==> src/rtl/serial_adder_ctrl_if.sv <==
// Handshake and operand/result bundle for the bit-serial add/subtract unit.
// The master side issues requests; the slave side is the serial adder.
interface serial_adder_ctrl_if #(
    parameter int WIDTH = 8
);
    logic             start;
    logic             sub;
    logic [WIDTH-1:0] a;
    logic [WIDTH-1:0] b;
    logic             carryIn;
    logic             busy;
    logic             done;
    logic [WIDTH-1:0] sum;
    logic             carryOut;
    logic             overflow;

    modport master (
        output start, sub, a, b, carryIn,
        input  busy, done, sum, carryOut, overflow
    );

    modport slave (
        input  start, sub, a, b, carryIn,
        output busy, done, sum, carryOut, overflow
    );
endinterface

==> src/rtl/serial_adder_ctrl.sv <==
// Bit-serial add/subtract unit: one full adder reused for every bit,
// LSB first, with the carry held in a flop between cycles.
module fullAdder (
    input  logic i_a,
    input  logic i_b,
    input  logic i_cin,
    output logic o_sum,
    output logic o_cout
);
    assign o_sum  = i_a ^ i_b ^ i_cin;
    assign o_cout = (i_a & i_b) | (i_cin & (i_a ^ i_b));
endmodule

module serial_adder_ctrl #(
    parameter int WIDTH = 8
) (
    input  logic               clk,
    input  logic               rstN,
    serial_adder_ctrl_if.slave bus
);
    localparam int CNT_W = (WIDTH > 1) ? $clog2(WIDTH) : 1;
    localparam logic [CNT_W-1:0] LAST_BIT = CNT_W'(WIDTH - 1);

    typedef enum logic [1:0] {
        IDLE  = 2'd0,
        SHIFT = 2'd1,
        DONE  = 2'd2
    } state_t;

    state_t             r_state;
    logic [WIDTH-1:0]   r_opa;
    logic [WIDTH-1:0]   r_opb;
    logic               r_carry;
    logic [CNT_W-1:0]   r_cnt;
    logic [WIDTH-1:0]   r_sum;
    logic               r_carry_out;
    logic               r_overflow;

    state_t             w_state_next;
    logic [WIDTH-1:0]   w_opa_next;
    logic [WIDTH-1:0]   w_opb_next;
    logic               w_carry_next;
    logic [CNT_W-1:0]   w_cnt_next;
    logic [WIDTH-1:0]   w_sum_next;
    logic               w_carry_out_next;
    logic               w_overflow_next;

    logic               w_fa_sum;
    logic               w_fa_cout;

    // The single shared adder always looks at the current LSBs and held carry.
    fullAdder u_fa (
        .i_a    (r_opa[0]),
        .i_b    (r_opb[0]),
        .i_cin  (r_carry),
        .o_sum  (w_fa_sum),
        .o_cout (w_fa_cout)
    );

    // State and datapath registers; reset discards any operation in flight.
    always_ff @(posedge clk) begin
        if (!rstN) begin
            r_state     <= IDLE;
            r_opa       <= '0;
            r_opb       <= '0;
            r_carry     <= 1'b0;
            r_cnt       <= '0;
            r_sum       <= '0;
            r_carry_out <= 1'b0;
            r_overflow  <= 1'b0;
        end else begin
            r_state     <= w_state_next;
            r_opa       <= w_opa_next;
            r_opb       <= w_opb_next;
            r_carry     <= w_carry_next;
            r_cnt       <= w_cnt_next;
            r_sum       <= w_sum_next;
            r_carry_out <= w_carry_out_next;
            r_overflow  <= w_overflow_next;
        end
    end

    // Next-state and datapath update: load on start, one bit per SHIFT cycle.
    always_comb begin
        w_state_next     = r_state;
        w_opa_next       = r_opa;
        w_opb_next       = r_opb;
        w_carry_next     = r_carry;
        w_cnt_next       = r_cnt;
        w_sum_next       = r_sum;
        w_carry_out_next = r_carry_out;
        w_overflow_next  = r_overflow;

        case (r_state)
            IDLE: begin
                // Inputs are only looked at when start is high, so idle X's
                // on the operand lines never reach the registers.
                if (bus.start) begin
                    w_state_next     = SHIFT;
                    w_opa_next       = bus.a;
                    w_opb_next       = bus.sub ? ~bus.b : bus.b;
                    w_carry_next     = bus.sub ? 1'b1 : bus.carryIn;
                    w_cnt_next       = '0;
                    w_sum_next       = '0;
                    w_carry_out_next = 1'b0;
                    w_overflow_next  = 1'b0;
                end
            end
            SHIFT: begin
                w_sum_next   = {w_fa_sum, r_sum[WIDTH-1:1]};
                w_opa_next   = r_opa >> 1;
                w_opb_next   = r_opb >> 1;
                w_carry_next = w_fa_cout;
                w_cnt_next   = r_cnt + CNT_W'(1);
                if (r_cnt == LAST_BIT) begin
                    // r_carry is the carry into the MSB at this point.
                    w_state_next     = DONE;
                    w_carry_out_next = w_fa_cout;
                    w_overflow_next  = r_carry ^ w_fa_cout;
                end
            end
            DONE: begin
                w_state_next = IDLE;
            end
            default: begin
                w_state_next = IDLE;
            end
        endcase
    end

    assign bus.busy     = (r_state != IDLE);
    assign bus.done     = (r_state == DONE);
    assign bus.sum      = r_sum;
    assign bus.carryOut = r_carry_out;
    assign bus.overflow = r_overflow;
endmodule
==> src/flat_wrapper.sv <==
// flat-port wrapper written by rule: the top's interface ports become plain ports
module serial_adder_ctrl_flat 
#(
    parameter int WIDTH = 8
)
  (clk, rstN, bus_start, bus_sub, bus_a, bus_b, bus_carryIn, bus_busy, bus_done, bus_sum, bus_carryOut, bus_overflow);
  serial_adder_ctrl_if #(.WIDTH(WIDTH)) bus_i ();
  input  logic clk;
  input  logic rstN;
  input wire logic [$bits(bus_i.start)-1:0] bus_start;
  input wire logic [$bits(bus_i.sub)-1:0] bus_sub;
  input wire logic [$bits(bus_i.a)-1:0] bus_a;
  input wire logic [$bits(bus_i.b)-1:0] bus_b;
  input wire logic [$bits(bus_i.carryIn)-1:0] bus_carryIn;
  output wire logic [$bits(bus_i.busy)-1:0] bus_busy;
  output wire logic [$bits(bus_i.done)-1:0] bus_done;
  output wire logic [$bits(bus_i.sum)-1:0] bus_sum;
  output wire logic [$bits(bus_i.carryOut)-1:0] bus_carryOut;
  output wire logic [$bits(bus_i.overflow)-1:0] bus_overflow;
  assign bus_i.start = bus_start;
  assign bus_i.sub = bus_sub;
  assign bus_i.a = bus_a;
  assign bus_i.b = bus_b;
  assign bus_i.carryIn = bus_carryIn;
  assign bus_busy = bus_i.busy;
  assign bus_done = bus_i.done;
  assign bus_sum = bus_i.sum;
  assign bus_carryOut = bus_i.carryOut;
  assign bus_overflow = bus_i.overflow;
  serial_adder_ctrl #(.WIDTH(WIDTH)) u_core (.clk(clk), .rstN(rstN), .bus(bus_i));
endmodule
==> config.mk <==
export PLATFORM = sky130hd
export DESIGN_NAME = serial_adder_ctrl_flat
export DESIGN_NICKNAME = d
export VERILOG_FILES = /design/src/rtl/serial_adder_ctrl_if.sv /design/src/rtl/serial_adder_ctrl.sv /design/src/flat_wrapper.sv
export SDC_FILE = /design/constraint.sdc
export NUM_CORES = 1
export LEC_CHECK = 0
export BUFFER_PORTS_ARGS = -buffer_cell sky130_fd_sc_hd__buf_4
export CAP_MARGIN = 20
export CORE_AREA = 2 2 58 60
export CTS_BUF_LIST = sky130_fd_sc_hd__clkbuf_8
export DETAILED_ROUTE_END_ITERATION = 7
export DIE_AREA = 0 0 60 62
export PLACE_DENSITY_LB_ADDON = 0.1
export SETUP_SLACK_MARGIN = 0.5
export SYNTH_ARGS = -nofsm -noshare
export SYNTH_HDL_FRONTEND = slang
export SYNTH_HIERARCHICAL = 1
export SYNTH_SLANG_ARGS = --single-unit
==> constraint.sdc <==
create_clock -name clk -period 1.5 [get_ports clk]
set_clock_uncertainty 0.15 [all_clocks]
set_input_delay 0.075 -clock clk [delete_from_list [all_inputs] [get_ports clk]]
set_output_delay 0.075 -clock clk [all_outputs]
set_load 0.005 [all_outputs]
==> results of run 1 <==
==> worst max-delay path: cells and delay by family, from the launching register on <==
| family | cells | cell delay (ns) |
|---|---|---|
| compound gates | 2 | 0.37 |
| flops | 1 | 0.38 |
| simple gates | 1 | 0.17 |
| buf+inv | 1 | 0.13 |
==> registers in the layout, summed over array words and instances, names as in the netlist <==
register / count
u_core/r_opa: 8
u_core/bus.sum: 8
u_core/r_carry: 1
u_core/r_opb: 8
u_core/bus.overflow: 1
u_core/bus.carryOut: 1
u_core/r_cnt: 3
u_core/r_state: 2
==> layout make-up <==
type / instances / area [um^2] / area share
well taps: 46 / 57.56 / 0.02812
repair buffers: 48 / 374.1 / 0.1828
clock buffers: 6 / 82.58 / 0.04034
multi-input cells: 99 / 842.1 / 0.4114
inverters: 4 / 15.01 / 0.007335
clock inverters: 2 / 7.507 / 0.003667
flip-flops and latches: 32 / 668.1 / 0.3264
==> layout by cell type (no fill, tap or decap), types with 2 or more instances in the layout <==
cell      synthesis  final
and2_4            1      2
nand2_1          12     12
dfxtp_1          32     16
mux2i_1           7      7
dfxtp_2           0     13
nor2b_1           8      8
clkbuf_8          0      6
buf_6             3      3
a21oi_1           2      2
ha_4              0      2
nor2_1           12     10
xnor2_1           8      8
buf_4             2     44
inv_1             4      6
a22oi_1          10      4
nand3_1           2      2
dfxtp_4           0      3
a22oi_2           0      6
a221o_1           7      7
o211a_1           8      8
==> worst max path at each step <==
| stage | end | depth (start not counted) | from |
|---|---|---|---|
| after floorplan | u_core/r_opb[0] | 5 | u_core/r_state[1] |
| after global placement | u_core/r_opb[3] | 3 | u_core/r_state[1] |
| after detailed placement | u_core/r_opb[6] | 3 | u_core/r_state[1] |
| after CTS | u_core/r_opb[5] | 4 | u_core/r_state[0] |
| after global routing | u_core/r_opb[1] | 4 | u_core/r_state[0] |
| final | u_core/r_opb[1] | 4 | u_core/r_state[0] |
==> repair_timing <==
action | 4_1_cts | 5_1_grt
gates cloned | 0 | 0
endpoints found under the setup margin | 36 | 42
hold endpoints to repair | 12 | 2
pin swaps | 8 | 1
buffers inserted | 8 | 4
gates resized for setup | 27 | 12
==> per-layer routing <==
layer,track usage,up-vias,routed length [um]
met1,0.2166,559,1434
li1,-,610,-
met5,0,-,0
met3,0.05797,5,114
met4,0.08571,0,57
met2,0.2966,19,1488
==> power by group through the flow <==
stage	logic, W	registers, W	clock network [W]
5_1_grt	0.000360	0.000943	0.000720
3_3_place_gp	0.000254	0.000955	0
6_report	0.000329	0.000936	0.000658
3_5_place_dp	0.000261	0.000959	0
2_1_floorplan	0.000208	0.000944	0
4_1_cts	0.000320	0.000936	0.000677
==> stage by stage <==
step           cells  total power (W)  setup slack [ns]  cell area (um^2)
2_1_floorplan    148         0.001152            0.1277              1548
3_3_place_gp     216         0.001209            0.1273              1745
3_5_place_dp     216         0.001219           0.06660              1745
4_1_cts          233         0.001933            0.1965              1991
5_1_grt          237         0.002022            0.1407              2047
6_report         237         0.001923            0.1936              2047
==> cell families (layout without fill, tap and decap cells) <==
| kind of cell | Yosys count | count (layout) | share of synthesized area |
|---|---|---|---|
| compound gates | 37 | 37 | 0.2157 |
| xor+xnor | 9 | 9 | 0.05330 |
| fa+ha+maj | 3 | 3 | 0.03045 |
| buf+inv | 17 | 60 | 0.06767 |
| flops | 32 | 32 | 0.4332 |
| mux | 7 | 7 | 0.04738 |
| simple gates | 43 | 43 | 0.1523 |
==> results.py, run 1 <==
metrics = {
    "status": {
        "outcome": "finished with violations",
        "violations": "hold timing",
    },
    "cells_and_area": {
        "fillers": 289,
        "final_util": 0.6438,
        "n_antenna_cell": 0,
        "synthToLayoutAreaGrowth_pct": 38.41,
        "final_nets": 214,
        "drive_above_1_share": 0.4712,
    },
    "grt": {
        "grt_max_degree": 26,
        "track_usage": 0.1811,
        "grt_antenna_before_repair": 0,
        "grt_pass1_wl_mm": 4.899,
        "overflow": 0,
        "grt_pass1_vias": 1112,
    },
    "floorplan": {
        "dieHeight_um": 62,
        "die_x_um": 60,
        "start_util": 0.4652,
        "rows": 21,
        "io_pins": 33,
        "die_area_um2": 3720,
        "core_um2": 3179,
    },
    "worst_setup_path": {
        "required_ns": 1.52,
        "worst_setup_path_end_kind": "register",
        "cp_max_fo": 7,
        "worstSetupPathType": "reg -> reg",
        "ff2ff_setup_slack_ns": 0.19,
        "rr_startpoint": "u_core/r_state[0]",
        "crit_chain": "buf_6 -> o21bai_4 -> and2_4 -> a221o_1",
        "cp_slowest_cell": "dfxtp_4",
        "crit_arrival_ns": 1.33,
        "r2r-end": "u_core/r_opb[1]",
        "start_kind": "register",
        "cpPeakStageDelay_ns": 0.38,
        "reg2reg_depth": 4,
    },
    "clocking": {
        "clock_latency_ns": 0.28,
        "cts_buffer_depth": 2,
        "cts_made_buffers": 5,
        "cts_tree": "done",
        "cts_hold_buffers": 1,
        "htreeDepth": 2,
        "cts_root_buffer": "clkbuf_8",
        "cts_sinks": 32,
        "clk_pin_slew_ns": 0.06,
    },
    "logic_synthesis": {
        "synth_edf_count": 0,
        "synth_area_per_cell_um2": 9.993,
        "synth.top_cells.by_area": "dfxtp_1 43%, o211a_1 5.4%, a22oi_1 5.1%",
        "synth_top_cell_by_area": "dfxtp_1",
        "async_flop_share": 0,
        "synth_cells": 148,
        "synth_ff_type": "dfxtp_1",
        "synth-seq-cells": 32,
        "yosysSeqAreaShare": 0.4332,
        "yosysMostFrequentCell": "dfxtp_1",
        "synth_commonest_cells": "32 x dfxtp_1, 12 x nand2_1, 12 x nor2_1, 10 x a22oi_1",
        "yosys.area.top_type_share": 0.4332,
        "syn-cell-area_um2": 1479,
        "yosys_warnings": 6,
        "synth.net_count": 172,
        "yosysUniqueCellTypes": 36,
    },
    "placement": {
        "place_congestion": 0.8129,
        "hpwl_mm": 2.017,
        "numPortBuffers": 32,
    },
    "sta": {
        "fmax_mhz": 765.4,
        "fin_crit_sh": 0.8710,
        "setup_tns_ns": 0,
        "relSlewSlack": 0.8417,
        "rsz0062_at_grt": "yes",
        "hold_violations": 8,
        "setup_violations": 0,
        "tightest_slew_ns": 0.2348,
        "fin_crit_ns": 1.306,
        "fin_worst_hold_slack_ns": -0.02582,
        "slew_violations": 0,
    },
    "route": {
        "ant_nets": 0,
        "viasPerCell": 5.034,
        "drc": 0,
        "via_count": 1193,
        "wl_per_cell_um": 13.05,
        "first_pass_iters": 4,
        "wirelength_mm": 3.094,
        "drt-initial-drc-count": 46,
    },
    "worst_hold_path": {
        "hold_path_class": "in -> reg",
        "min_path_cells": 3,
        "min_to": "u_core/r_opb[7]",
        "min_from": "bus_b[7]",
    },
    "pwr": {
        "seqPwrFrac": 0.487,
        "power.switching_w": 0.0004788,
        "pwr-share-comb": 0.171,
        "intPower_w": 0.001444,
        "p_per_area_nw_per_um2": 939.4,
        "p_sw_frac": 0.2490,
        "p_leak_nw": 0.9097,
        "irDropWorstVdd_uv": 632.2,
        "p_clk_frac": 0.342,
    },
    "run": {
        "max_cap_viol_count": 0,
    },
}
No activity file was read; power rests on OpenSTA's default activity.
==> run 2, diff against run 1 <==
--- a/config.mk
+++ b/config.mk
@@ -5,7 +5,7 @@
 export SDC_FILE = /design/constraint.sdc
 export NUM_CORES = 1
 export LEC_CHECK = 0
-export BUFFER_PORTS_ARGS = -buffer_cell sky130_fd_sc_hd__buf_4
+export BUFFER_PORTS_ARGS = -buffer_cell sky130_fd_sc_hd__buf_2
 export CAP_MARGIN = 20
 export CORE_AREA = 2 2 58 60
 export CTS_BUF_LIST = sky130_fd_sc_hd__clkbuf_8
==> results.py, run 2 (same netlist as run 1, synthesis figures left out) <==
metrics = {
    "route": {
        "ant_nets": 0,
        "viasPerCell": 5.245,
        "drt-initial-drc-count": 48,
        "via_count": 1243,
        "wirelength_mm": 3.315,
        "first_pass_iters": 4,
        "drc": 0,
        "wl_per_cell_um": 13.99,
    },
    "worst_setup_path": {
        "cp_max_fo": 6,
        "worst_setup_path_end_kind": "register",
        "required_ns": 1.52,
        "start_kind": "register",
        "crit_arrival_ns": 1.37,
        "cp_slowest_cell": "or4b_1",
        "cpPeakStageDelay_ns": 0.52,
        "crit_chain": "or4b_1 -> o21ai_1 -> a21oi_1",
        "crit_buf_inv": 0,
        "worstSetupPathType": "reg -> reg",
        "worst-path-stages": 3,
        "reg2reg_depth": 3,
        "cp_top_family": "simple AND/OR/NAND/NOR gates",
    },
    "cells_and_area": {
        "multi_input_area_um2": 860.8,
        "regArea_um2": 664.4,
        "fillers": 272,
        "layout_commonest_cell": "buf_2",
        "final_nets": 214,
        "synthToLayoutAreaGrowth_pct": 36.55,
        "mostFrequentLayoutCells": "32 x buf_2, 17 x dfxtp_1, 13 x dfxtp_2",
        "drive_above_1_share": 0.4607,
        "n_antenna_cell": 0,
        "fin_cells": 237,
    },
    "sta": {
        "hold_violations": 7,
        "setup_violations": 0,
        "tightest_slew_ns": 0.2397,
        "setup_tns_ns": 0,
        "relSlewSlack": 0.8402,
        "fmax_mhz": 741.8,
        "fin_ws_ns": 0.1520,
        "rsz0062_at_grt": "yes",
        "fin_worst_hold_slack_ns": -0.02668,
        "fin_crit_ns": 1.348,
        "fin_crit_sh": 0.8987,
        "slew_violations": 0,
    },
    "grt": {
        "grt_pass1_vias": 1174,
        "grt_pass1_wl_mm": 5.050,
        "grt_antenna_before_repair": 0,
        "overflow": 0,
        "grt_max_degree": 19,
        "track_usage": 0.1852,
    },
    "clocking": {
        "cts_sinks": 32,
        "cts_tree": "done",
        "cts_hold_buffers": 6,
        "cts_made_buffers": 5,
        "clock_latency_ns": 0.28,
        "cts_buffer_depth": 2,
        "clk_pin_slew_ns": 0.07,
        "htreeDepth": 2,
        "cts_root_buffer": "clkbuf_8",
    },
    "pwr": {
        "irDropWorstVdd_uv": 973.1,
        "total_power_w": 0.002153,
        "p_per_area_nw_per_um2": 1066,
        "p_leak_nw": 0.8949,
    },
    "floorplan": {
        "core_um2": 3179,
        "io_pins": 33,
        "die_x_um": 60,
        "start_util": 0.4652,
        "die_area_um2": 3720,
        "dieHeight_um": 62,
        "rows": 21,
    },
    "placement": {
        "hpwl_mm": 2.039,
        "dp_worst_setup_slack_ns": 0.04808,
        "place_congestion": 0.8785,
        "dp.cells": 217,
        "numPortBuffers": 32,
    },
    "status": {
        "violations": "hold timing",
        "outcome": "finished with violations",
    },
    "worst_hold_path": {
        "min_path_cells": 3,
        "hold_path_class": "in -> reg",
    },
    "run": {
        "max_cap_viol_count": 0,
    },
}
## run 2: changes by cell type in the layout (fill, tap and decap cells not counted), sizes merged
| cell | before | now |
|---|---|---|
| buf | 47 | 41 |
| inv | 6 | 4 |
| clkbuf | 6 | 7 |
| o21ba | 1 | 2 |
| bufinv | 0 | 1 |
| dlygate4sd3 | 1 | 6 |
## run 2: path summary, 6_finish.rpt
kind,from,to,slack (ns)
worst min-delay path,bus_b[7],u_core/r_opb[7],-0.03
worst max register to register,u_core/r_state[0],u_core/r_carry,0.15
worst max-delay path,u_core/r_state[0],u_core/r_carry,0.15
worst min register to register,u_core/bus.overflow,u_core/bus.overflow,0.32
## run 2: layout make-up
class | count | share of cell area
clock inverter | 1 | 0.01487
timing repair buffer | 47 | 0.1462
inverter | 4 | 0.007435
tap | 46 | 0.02850
sequential | 32 | 0.3290
multi-input combinational | 100 | 0.4263
clock buffer | 7 | 0.04771
## run 2: per-stage QoR
step	hold slack, ns	cell area, um^2	util
final	-0.02668	2019	0.6352
after global placement	0.2462	1673	0.5262
after floorplan	0.08717	1548	-
after detailed placement	0.2524	1673	0.5262
after global routing	-0.01309	2019	0.6352
after CTS	-0.03255	1944	0.6116
## run 2: power breakdown
group	switching (W)	leakage, nW	internal, W
Combinational	0.000151	0.561	0.000168
Sequential	0.0000363	0.269	0.000900
Clock	0.000311	0.0645	0.000586
Total	0.000498	0.895	0.00165
## run 2: tightest hold or removal path: stages
cell     delay, ns
buf_2         0.09
xnor2_1       0.13
o41ai_2       0.07
## run 2: repair_timing
item,CTS,global route
pin swaps,2,4
setup buffers,4,1
setup endpoints to repair,34,42
hold endpoints to repair,15,1
gates cloned,0,1
resized for setup,18,20
## run 2: per-layer routing
layer | track usage | wire length [um] | vias up
met5 | 0 | 0 | -
met4 | 0.1206 | 89 | 0
met3 | 0.04969 | 120 | 10
met2 | 0.2857 | 1647 | 25
met1 | 0.2286 | 1458 | 593
li1 | - | - | 615
